[config.mk]
export PLATFORM = sky130hd
export DESIGN_NAME = shift_pipe
export DESIGN_NICKNAME = d
export VERILOG_FILES = /design/src/rtl/shift_pipe.sv
export SDC_FILE = /design/constraint.sdc
export NUM_CORES = 1
export LEC_CHECK = 0
export CAP_MARGIN = 20
export CORE_MARGIN = 2
export CORE_UTILIZATION = 56
export DETAILED_ROUTE_END_ITERATION = 8
export GPL_TIMING_DRIVEN = 1
export PLACE_DENSITY = 0.8
export SKIP_CTS_REPAIR_TIMING = 1
export SKIP_LAST_GASP = 1
export SYNTH_ARGS = -nofsm -noshare
export SYNTH_HDL_FRONTEND = slang
export SYNTH_SLANG_ARGS = --single-unit
[constraint.sdc]
create_clock -name clk -period 1.75 [get_ports clk]
set_input_delay 0.175 -clock clk [delete_from_list [all_inputs] [get_ports clk]]
set_output_delay 0.175 -clock clk [all_outputs]
set_load 0.01 [all_outputs]
[src/rtl/shift_pipe.sv]
// Four-stage registered barrel shifter (rotate/logical, left/right) with a global-stall valid/ready pipe.
// Define SHIFT_PIPE_FLAGS_EN to add the registered zero and cout result flags.
module shift_pipe #(
   parameter int WIDTH  = 16,
   parameter int STAGES = 4
) (
   input  logic              clk,
   input  logic              rst,
   input  logic [WIDTH-1:0]  In,
   input  logic [1:0]        Op,
   input  logic [STAGES-1:0] Cnt,
   input  logic              in_valid,
   output logic              in_ready,
   input  logic              flush,
   output logic [WIDTH-1:0]  Out,
   output logic              out_valid,
   input  logic              out_ready
`ifdef SHIFT_PIPE_FLAGS_EN
   ,
   output logic              zero,
   output logic              cout
`endif
);

   localparam logic [1:0] OP_ROL = 2'b00;
   localparam logic [1:0] OP_SLL = 2'b01;
   localparam logic [1:0] OP_ROR = 2'b10;
   localparam logic [1:0] OP_SRL = 2'b11;

   function automatic logic [WIDTH-1:0] shift_stage(input logic [WIDTH-1:0] d,
                                                    input logic [1:0]       op,
                                                    input int               amt);
      logic [WIDTH-1:0] r;
      case (op)
         OP_ROL:  r = (d << amt) | (d >> (WIDTH - amt));
         OP_SLL:  r = d << amt;
         OP_ROR:  r = (d >> amt) | (d << (WIDTH - amt));
         default: r = d >> amt;
      endcase
      return r;
   endfunction

   logic [WIDTH-1:0]  data_q [STAGES];
   logic [WIDTH-1:0]  data_d [STAGES];
   logic [WIDTH-1:0]  data_in [STAGES];
   logic [WIDTH-1:0]  res [STAGES];
   logic [1:0]        op_q [STAGES-1];
   logic [1:0]        op_d [STAGES-1];
   logic [1:0]        op_in [STAGES];
   logic [STAGES-1:0] cnt_q [STAGES-1];
   logic [STAGES-1:0] cnt_d [STAGES-1];
   logic [STAGES-1:0] cnt_in [STAGES];
   logic [STAGES-1:0] vld_q, vld_d, vld_in;
   logic              adv;

   // Stage k shifts by 2^k when Cnt[k] is set; the whole pipe advances together or holds.
   always_comb begin
      adv        = !vld_q[STAGES-1] | out_ready;
      data_in[0] = In;
      op_in[0]   = Op;
      cnt_in[0]  = Cnt;
      vld_in[0]  = in_valid;
      for (int k = 1; k < STAGES; k++) begin
         data_in[k] = data_q[k-1];
         op_in[k]   = op_q[k-1];
         cnt_in[k]  = cnt_q[k-1];
         vld_in[k]  = vld_q[k-1];
      end
      for (int k = 0; k < STAGES; k++) begin
         res[k]    = cnt_in[k][k] ? shift_stage(data_in[k], op_in[k], 1 << k) : data_in[k];
         data_d[k] = adv ? res[k] : data_q[k];
         vld_d[k]  = !flush && (adv ? vld_in[k] : vld_q[k]);
      end
      for (int k = 0; k < STAGES-1; k++) begin
         op_d[k]  = adv ? op_in[k] : op_q[k];
         cnt_d[k] = adv ? cnt_in[k] : cnt_q[k];
      end
   end

   always_ff @(posedge clk) begin
      if (rst) begin
         vld_q <= '0;
         for (int k = 0; k < STAGES; k++) data_q[k] <= '0;
         for (int k = 0; k < STAGES-1; k++) begin
            op_q[k]  <= '0;
            cnt_q[k] <= '0;
         end
      end else begin
         vld_q  <= vld_d;
         data_q <= data_d;
         op_q   <= op_d;
         cnt_q  <= cnt_d;
      end
   end

   assign in_ready  = adv;
   assign Out       = data_q[STAGES-1];
   assign out_valid = vld_q[STAGES-1];

`ifdef SHIFT_PIPE_FLAGS_EN
   logic [STAGES-1:0] cy_q, cy_d, cy_in;
   logic              zero_q, zero_d;
   logic              s_cy;
   logic [WIDTH-1:0]  tmp;

   // Logical shifts keep the last bit pushed out; rotates take the bit that wrapped last.
   always_comb begin
      cy_in[0] = 1'b0;
      s_cy     = 1'b0;
      tmp      = '0;
      for (int k = 1; k < STAGES; k++) cy_in[k] = cy_q[k-1];
      for (int k = 0; k < STAGES; k++) begin
         s_cy = cy_in[k];
         tmp  = '0;
         if (cnt_in[k][k] && op_in[k] == OP_SLL) begin
            tmp  = data_in[k] >> (WIDTH - (1 << k));
            s_cy = tmp[0];
         end else if (cnt_in[k][k] && op_in[k] == OP_SRL) begin
            tmp  = data_in[k] >> ((1 << k) - 1);
            s_cy = tmp[0];
         end
         if (k == STAGES-1 && !op_in[k][0])
            s_cy = (cnt_in[k] == '0) ? 1'b0 : (op_in[k][1] ? res[k][WIDTH-1] : res[k][0]);
         cy_d[k] = adv ? s_cy : cy_q[k];
      end
      zero_d = (data_d[STAGES-1] == '0);
   end

   always_ff @(posedge clk) begin
      if (rst) begin
         cy_q   <= '0;
         zero_q <= 1'b0;
      end else begin
         cy_q   <= cy_d;
         zero_q <= zero_d;
      end
   end

   assign zero = zero_q;
   assign cout = cy_q[STAGES-1];
`endif

endmodule

==> metrics, run 1 <==
RSZ-0062 raised after global routing no; Crit Path Category reg2out; reg-to-reg startpoint vld_q[3]; Post-Synthesis Cell Area 3900 µm²; die width 87.4 µm; register area 1600 µm²; vias in the first global route 3256; Initial DRC Count 203; DRC 0; Antenna Diode Count 0; die area 7650 µm²; Slew Viols, Final 0; Fin. Hold Viols 0; Reg2Reg Setup Slack 0.23 ns; port bufs 44; WHS Endpoint Out[0]; Synth Flop Type dfxtp_1; total CTS buffers 9; layout overhead on the synthesized area 20.1%; Layout Cell Area excl Fill 4680 µm²; Nets 535; worst reg2reg endpoint data_in[9]; max cap viols 0; I/O pin count 45; FFs w/ async S/R, synth 0; WL/cell 15.8 µm; fin cells 593; Clock Power Share 0.373; leakage 1.75 nW; clock latency at the later pin of the worst-skew pair 0.37 ns; largest net degree at the start of global routing 46; Post-Synthesis Cells 480; Die H 87.4 µm; gp weighted congestion 0.845; vias per cell 6.05; Worst Path Required 1.57 ns; combinational share of power 0.124; Placed Area 4450 µm²; max_slew headroom 0.636; crit end category output pin; number of synthesized flops with an enable pin 0; clk slew on worst S/H paths 0.09 ns; clk buf depth 2; router iterations before antenna repair 4; syn_nets 507; Routed Antenna Nets 0; status completed; # rows 30; Psw 1.03 mW; largest fanout on the critical path 8; fin crit period 1.67 ns; Tcrit/Tclk final 0.956; synthesized area per cell 8.12 µm²; VDD IR max 0.626 mV; Yosys reg bits 80; Pwr Density 862 nW/µm²; final wirelength 9380 µm; clk sinks 80; Initial Util 0.577; initial antenna violation count 0; via count 3586; post-synth cell types 28; Max Clock Freq 598 MHz; H-tree depth 3; placeable core region 6760 µm²; worst setup margin 0.0775 ns; yosys warns 0; crit path launch type register; DP Cell Count 575; Multi-input gate area 2060 µm²; hold path depth 2; Setup violations, final 0; first-pass GRT wire length 15700 µm; CTS tree yes; Sw Share 0.256; Place WS 0.0663 ns; layout cells sized above 1 0.0819; worst reg-to-reg path cell count 5; # fillers 551; Hold Path Class in2reg; crit path DAT 1.50 ns; clock skew 0.0169 ns; Total GRT Usage 0.257; Cell Int Power 3.00 mW; beginning of the worst hold path rst; sequential share of power 0.504; Remaining Overflow, GRT 0; clock root cell clkbuf_8; Seq/Total Area, Yosys 0.411; Fin Setup TNS 0 ns; Final HPWL DP 6510 µm; Slew @ Worst Pin 0.532 ns
[worst max-delay path: stages (launching register included)]
cell	delay (ns)
dfxtp_1	0.32
nor2b_4	0.13
inv_2	0.13
clkdlybuf4s50_1	0.56
[worst max path at each step]
| stage | end | from | cells past startpoint | slack, ns |
|---|---|---|---|---|
| floorplan | data_in[10] | vld_q[3] | 5 | 0.44 |
| detailed placement | data_in[10] | out_ready | 5 | 0.07 |
| finish | in_ready | vld_q[3] | 3 | 0.08 |
| CTS | in_ready | vld_q[3] | 3 | 0.02 |
| global placement | data_in[9] | out_ready | 5 | 0.09 |
| global route | in_ready | vld_q[3] | 3 | 0.02 |
[power groups by stage]
stage          clock [mW]  combinational, mW  sequential (mW)
6_report             1.50              0.499             2.03
5_1_grt              1.61              0.548             2.04
4_1_cts              1.52              0.499             2.03
3_5_place_dp            0              0.496             2.07
3_3_place_gp            0              0.481             2.07
2_1_floorplan           0              0.315             2.04
[cell usage in the layout, fill, tap and decap left out, types with 2 or more instances in the layout]
master            n
nor3_1           32
inv_1             3
nor4_1           20
o21ai_0           6
buf_4            15
a2111oi_0        20
nand3_1           8
nand2b_1          8
clkbuf_8          9
a211o_1          14
clkinvlp_4        3
a211oi_1          8
o31ai_1           6
mux2i_1          17
dfxtp_1          80
nor2_1           61
nand3b_1         13
a21oi_1          41
buf_12            7
bufinv_16         2
nand2_1          47
nor2b_1          20
a221oi_1         14
a311o_1           8
clkdlybuf4s50_1  43
[sequential cells by signal (all words and copies together) (netlist names)]
name	count
vld_q	4
op_in	6
cnt_in	6
Out	16
data_in	48
[through the flow]
step           utilization  hold slack, ns  power, mW
2_1_floorplan            -           0.254       2.36
3_3_place_gp         0.658           0.442       2.55
3_5_place_dp         0.658           0.450       2.57
4_1_cts              0.691           0.208       4.05
5_1_grt              0.693           0.226       4.21
6_report             0.693           0.212       4.04
[synth_stat cells (3+ instances only)]
cell type / instances / share of area
a221oi_1: 14 / 0.031
o21ai_0: 6 / 0.0077
a211oi_1: 8 / 0.015
mux2i_1: 17 / 0.044
a21oi_1: 41 / 0.053
nand3b_1: 13 / 0.025
nand2b_1: 8 / 0.013
nand2_1: 47 / 0.045
a211o_1: 14 / 0.031
o31ai_1: 6 / 0.012
nor2_1: 61 / 0.059
nor3_1: 32 / 0.041
clkbuf_1: 26 / 0.025
a2111oi_0: 20 / 0.045
nand3_1: 8 / 0.010
nor2b_1: 21 / 0.034
buf_2: 15 / 0.019
nor4_1: 20 / 0.032
inv_1: 3 / 0.0029
a311o_1: 8 / 0.021
buf_4: 4 / 0.0077
dfxtp_1: 80 / 0.41
[logic make-up (layout without fill, tap and decap cells)]
group | Yosys count | in the layout | share of synthesized area
simple gates | 211 | 211 | 0.261
compound gates | 119 | 119 | 0.221
flops | 80 | 80 | 0.411
buf+inv | 53 | 86 | 0.0635
mux | 17 | 17 | 0.0436
[final cells by class]
class                   instances  area share
flip-flops and latches         80       0.342
repair buffers                 66       0.147
clock buffers                  10      0.0273
multi-input cells             347       0.439
clock inverters                 6      0.0195
inverters                       4     0.00321
well taps                      80      0.0214
[routing by layer]
layer | share of wire | vias to the layer above | wire, µm | global-route usage
met3 | 0.039 | 17 | 363 | 0.0673
li1 | - | 1803 | - | -
met1 | 0.45 | 1683 | 4270 | 0.330
met5 | 0 | - | 0 | 0
met4 | 0.017 | 0 | 158 | 0.0755
met2 | 0.49 | 83 | 4590 | 0.424
Note: power is estimated with default switching activity, not from simulation.
==> run 2: changes to the inputs <==
CTS_CLUSTER_DIAMETER = 40   (was unset)
==> results of run 2 <==
Same layout as run 1: the final DEF is identical, and so are final timing and power.
==> run 3: changes to the inputs <==
CORE_UTILIZATION = 50   (was 56)
PLACE_DENSITY = 0.75   (was 0.8)
clock period = 1.53 ns   (was 1.75 ns; I/O delays follow)
==> run 3 against run 2 <==
Effect of this change:
- critical path depth increased by 2
- routed wire length decreased by 2.7%
- global-route usage decreased by 2.6 points
- utilization decreased by 6.7 points
- clock skew decreased by 0.0081 ns
- sequential share of layout area decreased by 0.74 points
- combinational power increased by 14%
==> metrics, run 3 (same netlist as run 1, synthesis figures left out) <==
Largest register FFs 48 (unchanged); Worst Path Required 1.76 ns (was 1.57 ns); max cap viols 0 (unchanged); Routed Antenna Nets 0 (unchanged); via count 3573 (was 3586); die area 8520 µm² (was 7650 µm²); Pwr Density 985 nW/µm² (was 862 nW/µm²); I/O pin count 45 (unchanged); Tcrit/Tclk final 0.960; Nets 542 (was 535); Placed Area 4530 µm² (was 4450 µm²); router iterations before antenna repair 4 (unchanged); # fillers 672 (was 551); RSZ-0062 raised after global routing yes (was no); Antenna Diode Count 0 (unchanged); Layout Utilization 0.626 (was 0.693); Crit Path Category reg2reg (was reg2out); worst reg2reg endpoint data_in[19] (was data_in[9]); total CTS buffers 9 (unchanged); Fin. Hold Viols 0 (unchanged); WHS Endpoint op_in[1] (was Out[0]); vias in the first global route 3401 (was 3256); Initial Util 0.510 (was 0.577); Total GRT Usage 0.231 (was 0.257); VDD IR max 0.414 mV (was 0.626 mV); final wirelength 9130 µm (was 9380 µm); initial antenna violation count 0 (unchanged); die width 92.3 µm (was 87.4 µm); worst reg-to-reg path cell count 5 (unchanged); status completed (unchanged); fin crit period 1.47 ns; hold path depth 2 (unchanged); clock latency at the later pin of the worst-skew pair 0.36 ns (was 0.37 ns); WL/cell 14.7 µm (was 15.8 µm); CTS tree yes (unchanged); Reg2Reg Setup Slack 0.06 ns (was 0.23 ns); reg-to-reg startpoint vld_q[3] (unchanged); DRC 0 (unchanged); Hold Path Class in2reg (unchanged); Remaining Overflow, GRT 0 (unchanged); Slew @ Worst Pin 0.472 ns (was 0.532 ns); layout cells sized above 1 0.0962 (was 0.0819); Setup violations, final 0 (unchanged); Max Clock Freq 681 MHz; gp weighted congestion 0.826 (was 0.845); most common cell after layout, fill and taps aside dfxtp_1 (unchanged); CP startpoint vld_q[3] (unchanged); clock root cell clkbuf_8 (unchanged); Final HPWL DP 6520 µm (was 6510 µm); Die H 92.3 µm (was 87.4 µm); max_slew headroom 0.677 (was 0.636); clk buf depth 2 (unchanged); final hold slack 0.234 ns (was 0.212 ns); placeable core region 7650 µm² (was 6760 µm²); Slew Viols, Final 0 (unchanged); Layout Cell Area excl Fill 4780 µm² (was 4680 µm²); crit path launch type register (unchanged); port bufs 44 (unchanged); crit end category register (was output pin); crit path DAT 1.70 ns (was 1.50 ns); largest net degree at the start of global routing 39 (was 46); Initial DRC Count 165 (was 203); clock skew 0.00881 ns (was 0.0169 ns); most frequent cells in the layout 80 x dfxtp_1, 61 x nor2_1, 47 x nand2_1 (unchanged); fin cells 622 (was 593); DP Cell Count 604 (was 575); largest fanout on the critical path 27 (was 8); # rows 32 (was 30); clk sinks 80 (unchanged); layout overhead on the synthesized area 22.7% (was 20.1%); first-pass GRT wire length 16000 µm (was 15700 µm); leakage 1.81 nW (was 1.75 nW); vias per cell 5.74 (was 6.05); beginning of the worst hold path rst (unchanged); H-tree depth 3 (unchanged); clk slew on worst S/H paths 0.08 ns (was 0.09 ns)
## run 3: cell types whose count changed in the layout (fill, tap and decap cells not counted)
cell	change
inv_6	-1
clkbuf_1	-1
clkdlybuf4s50_1	-1
dlymetal6s2s_1	+1
clkinvlp_4	-1
buf_4	+7
clkbuf_8	+3
## run 3: area by class of cell
cell class,count,area [µm²],share of cell area
clock buffers,12,165,0.0345
clock inverters,4,75.1,0.0157
well taps,102,128,0.0267
inverters,4,15.0,0.00314
flip-flops and latches,80,1600,0.335
multi-input cells,347,2060,0.430
repair buffers,73,743,0.155
## run 3: through the flow
stage	total power, mW	worst slack, ns	setup TNS [ns]
6_report	4.71	0.0611	0
4_1_cts	4.74	-0.203	-0.203
2_1_floorplan	2.69	0.219	0
3_5_place_dp	2.94	-0.0933	-1.32
5_1_grt	4.92	-0.0857	-0.306
3_3_place_gp	2.92	-0.0565	-0.211
## run 3: worst max-delay path by stage
stage | slack (ns) | depth (start not counted) | to
after floorplan | 0.22 | 5 | data_in[10]
after global placement | -0.06 | 6 | Out[4]
after detailed placement | -0.09 | 6 | Out[5]
after CTS | -0.20 | 3 | in_ready
after global routing | -0.09 | 5 | data_in[7]
final | 0.06 | 5 | data_in[19]
## run 3: power breakdown
group          switching, mW  internal (mW)
logic                  0.264          0.307
registers              0.116           2.20
clock network          0.770           1.05
## run 3: metal layers
metal	share of wire	routed length, µm	vias up	global-route usage
met5	0	0	-	0
met4	0.017	157	0	0.0945
met3	0.034	309	13	0.0382
met2	0.50	4590	71	0.402
met1	0.45	4070	1673	0.283
li1	-	-	1816	-
## run 3: critical path: stages, from the launching register on
cell and delay, ns:
dfxtp_1 0.33, nor2b_4 0.14, buf_4 0.14, buf_12 0.15, a2111oi_0 0.48, nor4_1 0.11
